===== src/rtl/muldiv_pkg.sv =====
// Shared definitions for the MUL/DIV microcode controller: opcodes, IR fields, states.
// Build option: define MULDIV_CTRL_DIV_EN to make the DIV opcode legal.
package muldiv_pkg;

    typedef enum logic [2:0] {
        S_IDLE,
        S_T0,
        S_T1,
        S_T2,
        S_T3,
        S_T4,
        S_T5,
        S_T6
    } state_e;

    localparam logic [4:0] OP_MUL = 5'b01110;
    localparam logic [4:0] OP_DIV = 5'b01111;

    localparam int OP_MSB = 31;
    localparam int OP_LSB = 27;
    localparam int RA_MSB = 26;
    localparam int RA_LSB = 23;
    localparam int RB_MSB = 22;
    localparam int RB_LSB = 19;

    function automatic logic is_legal_op(input logic [4:0] op);
`ifdef MULDIV_CTRL_DIV_EN
        return (op == OP_MUL) || (op == OP_DIV);
`else
        return (op == OP_MUL);
`endif
    endfunction

endpackage


===== src/rtl/reg_dec4to16.sv =====
// 4-to-16 one-hot decoder with enable, drives the register-file output enables.
module reg_dec4to16 (
    input  logic        en,
    input  logic [3:0]  sel,
    output logic [15:0] dec
);

    always_comb begin
        dec = '0;
        if (en) dec[sel] = 1'b1;
    end

endmodule


===== src/rtl/muldiv_ctrl.sv =====
// Hardwired control unit: fetch, decode and execute MUL (and optionally DIV) over T0..T6.
// Build option: MULDIV_CTRL_DIV_EN enables the DIV opcode (see muldiv_pkg::is_legal_op).
module muldiv_ctrl
    import muldiv_pkg::*;
(
    input  logic        clk,
    input  logic        Clear,
    input  logic        start,
    input  logic [31:0] IR,
    input  logic        mem_rdy,
    output logic        PCout,
    output logic        MARin,
    output logic        IncPC,
    output logic        Zin,
    output logic        Zlowout,
    output logic        Zhiout,
    output logic        PCin,
    output logic        Read,
    output logic        MDRin,
    output logic        MDRout,
    output logic        IRin,
    output logic        Yin,
    output logic        LOin,
    output logic        HIin,
    output logic [15:0] Rout,
    output logic [4:0]  alu_op,
    output logic        busy,
    output logic        done,
    output logic        illegal
);

    state_e     state_q, state_d;
    logic [4:0] op_q, op_d;
    logic [3:0] ra_q, ra_d;
    logic [3:0] rb_q, rb_d;

    logic       dec_en;
    logic [3:0] dec_sel;

    logic [4:0] ir_op;
    logic [3:0] ir_ra;
    logic [3:0] ir_rb;

    assign ir_op = IR[OP_MSB:OP_LSB];
    assign ir_ra = IR[RA_MSB:RA_LSB];
    assign ir_rb = IR[RB_MSB:RB_LSB];

    // NOTE: non-blocking assignments so every register samples pre-edge values.
    always_ff @(posedge clk or negedge Clear) begin
        if (!Clear) begin
            state_q <= S_IDLE;
            op_q    <= '0;
            ra_q    <= '0;
            rb_q    <= '0;
        end else begin
            state_q <= state_d;
            op_q    <= op_d;
            ra_q    <= ra_d;
            rb_q    <= rb_d;
        end
    end

    // NOTE: every output and next-state gets a default first so no latch is inferred.
    always_comb begin
        state_d = state_q;
        op_d    = op_q;
        ra_d    = ra_q;
        rb_d    = rb_q;
        dec_en  = 1'b0;
        dec_sel = '0;
        PCout   = 1'b0;
        MARin   = 1'b0;
        IncPC   = 1'b0;
        Zin     = 1'b0;
        Zlowout = 1'b0;
        Zhiout  = 1'b0;
        PCin    = 1'b0;
        Read    = 1'b0;
        MDRin   = 1'b0;
        MDRout  = 1'b0;
        IRin    = 1'b0;
        Yin     = 1'b0;
        LOin    = 1'b0;
        HIin    = 1'b0;
        alu_op  = '0;
        done    = 1'b0;
        illegal = 1'b0;

        unique case (state_q)
            S_IDLE: if (start) state_d = S_T0;
            S_T0: begin
                PCout   = 1'b1;
                MARin   = 1'b1;
                IncPC   = 1'b1;
                Zin     = 1'b1;
                state_d = S_T1;
            end
            S_T1: begin
                Zlowout = 1'b1;
                PCin    = 1'b1;
                Read    = 1'b1;
                MDRin   = 1'b1;
                if (mem_rdy) state_d = S_T2;
            end
            S_T2: begin
                MDRout  = 1'b1;
                IRin    = 1'b1;
                state_d = S_T3;
            end
            // IR was loaded at the end of T2, so it is decoded straight from the port here.
            S_T3: begin
                if (is_legal_op(ir_op)) begin
                    op_d    = ir_op;
                    ra_d    = ir_ra;
                    rb_d    = ir_rb;
                    dec_en  = 1'b1;
                    dec_sel = ir_ra;
                    Yin     = 1'b1;
                    state_d = S_T4;
                end else begin
                    illegal = 1'b1;
                    state_d = S_IDLE;
                end
            end
            S_T4: begin
                dec_en  = 1'b1;
                dec_sel = rb_q;
                alu_op  = op_q;
                Zin     = 1'b1;
                state_d = S_T5;
            end
            S_T5: begin
                Zlowout = 1'b1;
                LOin    = 1'b1;
                state_d = S_T6;
            end
            S_T6: begin
                Zhiout  = 1'b1;
                HIin    = 1'b1;
                done    = 1'b1;
                state_d = S_IDLE;
            end
            default: state_d = S_IDLE;
        endcase
    end

    assign busy = (state_q != S_IDLE);

    reg_dec4to16 u_rout_dec (
        .en  (dec_en),
        .sel (dec_sel),
        .dec (Rout)
    );

endmodule


===== config.mk =====
export PLATFORM = sky130hd
export DESIGN_NAME = muldiv_ctrl
export DESIGN_NICKNAME = d
export VERILOG_FILES = /design/src/rtl/muldiv_pkg.sv /design/src/rtl/reg_dec4to16.sv /design/src/rtl/muldiv_ctrl.sv
export SDC_FILE = /design/constraint.sdc
export NUM_CORES = 1
export LEC_CHECK = 0
export ABC_AREA = 0
export BUFFER_PORTS_ARGS = -buffer_cell sky130_fd_sc_hd__buf_4
export CORE_MARGIN = 8
export CORE_UTILIZATION = 35
export CTS_BUF_LIST = sky130_fd_sc_hd__clkbuf_16
export DETAILED_ROUTE_END_ITERATION = 8
export PLACE_DENSITY = 0.8
export SYNTH_ARGS = -nofsm -noshare
export SYNTH_HDL_FRONTEND = slang
export SYNTH_SLANG_ARGS = --single-unit

===== constraint.sdc =====
create_clock -name clk -period 3.52 [get_ports clk]
set_input_delay 0.352 -clock clk [delete_from_list [all_inputs] [get_ports clk]]
set_output_delay 0.352 -clock clk [all_outputs]
set_load 0.01 [all_outputs]

==> Yosys cells after proc, flatten, opt, wreduce, memory -nomap -nowiden <==
Index checks and enable logic that the tools add are counted.
{ "totals": {"reg_bits": 12, "inputBits": 36, "out_inout_bits": 38, "elab_cells": 44} }
{ "op_classes": {"n_lt_le_gt_ge": 2, "eq_ne": 10, "n_mux": 22, "reduce_logical": 7} }
{ "op_table": {"columns": ["op", "count"], "rows": [
  ["$pmux 3 s8", 1],
  ["$mux 16", 1],
  ["$eq 3x3->1 const B", 4],
  ["$mux 1", 12],
  ["$mux 3", 3],
  ["$pmux 4 s2", 1],
  ["$eq 3x2->1 const B", 2],
  ["$eq 5x4->1 const B", 1],
  ["$lt 4x5->1 const B", 1],
  ["$mux 5", 1],
  ["$demux 1 s4", 1],
  ["$ge 4x1->1 const B", 1],
  ["$mux 4", 1],
  ["$ne 2x2->1 const B", 2],
  ["$reduce_and 2->1", 2],
  ["$reduce_or 2->1", 2],
  ["$eq 3x1->1 const B", 1],
  ["$logic_not 3->1", 1],
  ["$reduce_bool 3->1", 1],
  ["$pmux 1 s2", 1],
  ["$logic_and 1x1->1", 1]
]} }

==> Longest topological paths before layout <==
{ "logic_depth": {"word_depth": 8, "depth_mapped": 7, "mapped_depth_nobuf": 7} }

==> Cells and area by module <==
A second synthesis with hierarchy kept.
{ "hier_totals": {"cells_unflattened": 98, "hier_area_um2": 900.9} }
{ "modules_own_cells": {"columns": ["mod", "instances", "cells_per_inst", "area_each_um2", "seq_area_each_um2"], "rows": [
  ["muldiv_ctrl", 1, 75, 783.3, 300.3],
  ["reg_dec4to16", 1, 23, 117.6, 0.0]
]} }

==> Least setup slack after synthesis <==
No wires, ideal clock.
{ "synth_timing": {"path_kind": "register to output", "from": "reg state_q[0]", "to": "out Rout[13]", "arrival_ps": 1533, "t_required_ps": 3168, "setup_slack_ps": 1635, "path_stages_with_launch": 8, "n_path_buf": 0, "path_cell_list": "dfrtp_1 -> inv_1 -> ha_1 -> and4b_4 -> nand3_4 -> inv_2 -> o21ai_1 -> nor2_1"} }
{ "synth_between": {"elab_chain_cells": 7, "word_cells_on_any_way": 10, "cone_classes": "order compare: 2; eq/ne: 2; mux: 5; reduce/logical: 1"} }
{ "synth_lines": {"columns": ["element", "line", "source"], "rows": [
  ["start, declared", "muldiv_ctrl.sv:32", "state_e state_q, state_d;"],
  ["start signal, assigned", "muldiv_ctrl.sv:56", "state_q <= state_d;"],
  ["$eq 3x3->1", "muldiv_ctrl.sv:89", "unique case (state_q)"],
  ["$pmux 4 s2", "muldiv_ctrl.sv:89", null],
  ["$lt 4x5->1 (implied by the code) / $ge 4x1->1 (equally long branches)", "reg_dec4to16.sv:10", "if (en) dec[sel] = 1'b1;"],
  ["$logic_and 1x1->1 (implied by the code)", "reg_dec4to16.sv:10", null],
  ["$mux 1 (implied by the code)", "reg_dec4to16.sv:10", null],
  ["$demux 1 s4", null, null],
  ["$mux 16 (*)", "reg_dec4to16.sv:10", null],
  ["end, declared", "muldiv_ctrl.sv:25", "output logic [15:0] Rout,"]
]} }
Mark *: on every way between the ends. The rest lies on a longest branch, timed or not.

==> Worst setup path after layout <==
Same ends and word-level chain as after synthesis.

==> summary.md <==
The flow ran to the end, and the final reports show no timing, DRC or antenna violations. The total overflow left after global routing is 0. Setup slack closes at 1.07 ns. Via count of the first global-routing pass: 1102.

The share of total power dissipated in the clock network is 26.2%. The leakage power is 0.795 nW. The logs give 0 for the count of final max-slew check failures and 497 uW for the internal power of the cells.

The total of buffers placed on input and output ports is 54, and the final-stage net count is 216. In the final routed layout, each cell accounts on average for 14.9 um. At the pin with the least slew margin, the transition time is 0.481 ns. At the worst endpoint, the arrival time is 2.10 ns.

The number of hold violations in the final report is 0, and the total CTS buffers is 3. The run gives 1.30 ns as the worst setup slack after placement. For this run, the number of Yosys warnings is 0.

For this design, the sink count on the clock tree is 12. The maximum fanout along the worst path was 17. The net switching component of the power is 281 uW. The worst setup path is of the reg2out kind. The run gives 0 as the number of antenna violations at the first check in global routing.

The max-capacitance violation count is 0, and the routed via count divided by cell count is 5.10. The die outline height was 69.4 um. The worst setup path is captured at a primary output. In this run the deepest clock path goes through 2 buffers. The smallest clock period supported by the final layout is computed as 2.45 ns.

Combinational logic burns 47.8% of the power. Number of synthesized register bits: 12. The fraction of layout cells with a size suffix above 1 was 35.3%; the core outline area was 0.00273 sq mm. H-tree depth: 1. The count of nets left with antenna violations once routing finished came out at 0. The worst-case IR drop observed on VDD is 0.000444 V.

In this run the horizontal extent of the chip is 69.4 um. Setup repair after global routing left no endpoint under its margin. The die covers 0.00482 sq mm. The final cycle utilization of the critical path was 69.6%. Measured against its own limit, the worst slew margin works out to 67.9%.

The wire length of the first global-routing pass was 4980 um. Across every metal layer, demand over resource in global routing totals 12.2%. Final number of setup-violating endpoints: 0. Clock latency on the worst-skew pair, taken at its later pin, is 0.24 ns. Iteration-0 DRC count of the detailed router: 31. The run gives 3.17 ns as the data required time at the worst endpoint. Gates resized during post-CTS repair numbered 0. Counting every net in the synthesized netlist gives 167. Leaving out fill and tap cells, the most frequent cells in the layout are buf_4, nor2_1, nand2_1. Clock transition time at the flip-flop clock pins of the worst setup and hold paths: 0.04 ns. The path type of the worst min-delay path is in2reg. The most frequent standard cell in the layout excluding fill and tap cells is buf_4. For the number of antenna cells inserted, the log shows 0. The cell sitting at the root of the clock tree is a clkbuf_16.

The logs give 2450 um for the placed wire-length estimate and 32 for the number of different library cells in the post-synthesis netlist. The switching power share of the total is 36.1%, and the highest clock rate is 0.408 GHz. For the final database, setup skew stands at 0.00325 ns. The tools report the reg2reg setup slack as 1.71 ns. The initialized floorplan defines 19 standard-cell rows. The detailed-router iteration count before antenna repair is 4.

In this run, flip-flops and latches consume 26.0% of the power. Summed over all layers, the routed wires come to 3040 um. The starting utilization of the core area came out at 36.5%.

The summed negative setup slack over all endpoints is 0 ns, and the area added between synthesis and finish is 45.6%. Entering global routing, the biggest net connects 21 pins. 74 I/O pins were placed.

STA classifies the critical path startpoint as a flip-flop. After synthesis, flip-flops and latches occupy 30.1% of the total area. In this run the power density over the cells is 535 mW/mm^2.

The final weighted congestion in routability-driven placement was 0.851; the DRC violations left was 0. Synthesis produced 125 cells. TritonCTS built the clock tree. A synthesized cell averages 7.99 sq um. The logs give 998 sq um for the post-synth design cell area and 1040 for the total number of vias.
[routing by layer]
metal / part of all wire (%) / GRT usage, % / wire length [um] / vias to the layer above
li1: - / - / - / 518
met1: 41 / 13.4 / 1260 / 469
met2: 48 / 20.2 / 1440 / 47
met3: 9.1 / 4.43 / 275 / 6
met4: 2.1 / 5.92 / 63 / 0
met5: 0 / 0 / 0 / -
[stage by stage]
step                total power [mW]  area [sq um]  hold slack [ns]  std cells  util, %
floorplan                      0.447           998           0.0564        125        -
global placement               0.561          1370            0.193        199     49.9
detailed placement             0.578          1370            0.198        199     49.9
CTS                            0.786          1450            0.303        204     53.2
global route                   0.834          1450            0.304        204     53.2
finish                         0.777          1450            0.305        204     53.2
[worst max-delay path, cell delays in order (launching register included)]
cell and delay (ns):
dfrtp_1 0.42, inv_1 0.13, ha_1 0.24, and4b_4 0.31
nand3_4 0.20, inv_2 0.19, o21ai_1 0.13, nor2_1 0.11
buf_4 0.13
[kinds of logic after synthesis]
| logic type | Yosys count | synth area share (%) |
|---|---|---|
| AO/OA/AOI/OAI | 21 | 13.9 |
| adder cells (fa/ha/maj) | 6 | 7.52 |
| buffers and inverters | 14 | 8.90 |
| flip-flops | 12 | 30.1 |
| multiplexers | 1 | 1.00 |
| AND/OR/NAND/NOR | 71 | 38.6 |
[area by class of cell]
cell class              instances  area [sq um]
fillers                       271          1280
multi-input cells              99           609
repair buffers                 55           415
flip-flops and latches         12           300
clock buffers                   3          75.1
well taps                      31          38.8
inverters                       3          11.3
clock inverters                 1          3.75
[sequential cells by signal, indices dropped and copies added, names as in the netlist]
| name | cells |
|---|---|
| op_q | 5 |
| rb_q | 4 |
| state_q | 3 |
[power by group through the flow]
stage | Sequential (mW) | Clock [mW] | Combinational, mW
after detailed placement | 0.203 | 0 | 0.374
after CTS | 0.202 | 0.209 | 0.375
after global placement | 0.200 | 0 | 0.361
after global routing | 0.209 | 0.215 | 0.410
after floorplan | 0.186 | 0 | 0.261
final | 0.202 | 0.204 | 0.371
[synth_stat cells]
cell / instances / area, sq um
o32a_1: 1 / 10.0
o21ai_1: 2 / 10.0
o22ai_1: 2 / 12.5
and2_1: 6 / 37.5
inv_2: 1 / 3.75
dfrtp_1: 12 / 300
and4b_1: 2 / 20.0
and3_1: 9 / 56.3
buf_6: 1 / 11.3
nor4_1: 1 / 6.26
nand2_1: 17 / 63.8
a22oi_1: 1 / 7.51
mux2i_1: 1 / 10.0
a21oi_1: 4 / 20.0
nand3_4: 1 / 17.5
ha_1: 6 / 75.1
clkbuf_2: 2 / 10.0
clkbuf_1: 1 / 3.75
and2b_1: 1 / 7.51
nor3_1: 1 / 5.00
and4b_4: 1 / 13.8
nor2_1: 18 / 67.6
nor2b_1: 3 / 18.8
nand2b_1: 10 / 62.6
a21o_1: 2 / 15.0
a41oi_1: 2 / 17.5
buf_4: 7 / 52.6
nand4b_1: 1 / 8.76
a211o_1: 1 / 8.76
inv_1: 2 / 7.51
o21ai_0: 5 / 25.0
a211oi_2: 1 / 12.5
[path summary, 6_finish.rpt]
kind	start	endpoint	cells after the start
setup / recovery	state_q[0]$_DFFE_PN0P_	Rout[13]	8
hold reg to reg	op_q[1]$_DFFE_PN0P_	op_q[1]$_DFFE_PN0P_	1
max in group asynchronous	Clear	state_q[1]$_DFFE_PN0P_	2
min in group asynchronous	Clear	rb_q[0]$_DFFE_PN0P_	2
hold / removal	IR[19]	rb_q[0]$_DFFE_PN0P_	3
setup reg to reg	state_q[0]$_DFFE_PN0P_	state_q[0]$_DFFE_PN0P_	6
[what timing repair did]
| action | CTS | global route |
|---|---|---|
| hold buffers | 1 | 0 |
| buffers inserted | 0 | 0 |
| endpoints found under the hold margin | 12 | 0 |
(Power assumes the default switching activity.)
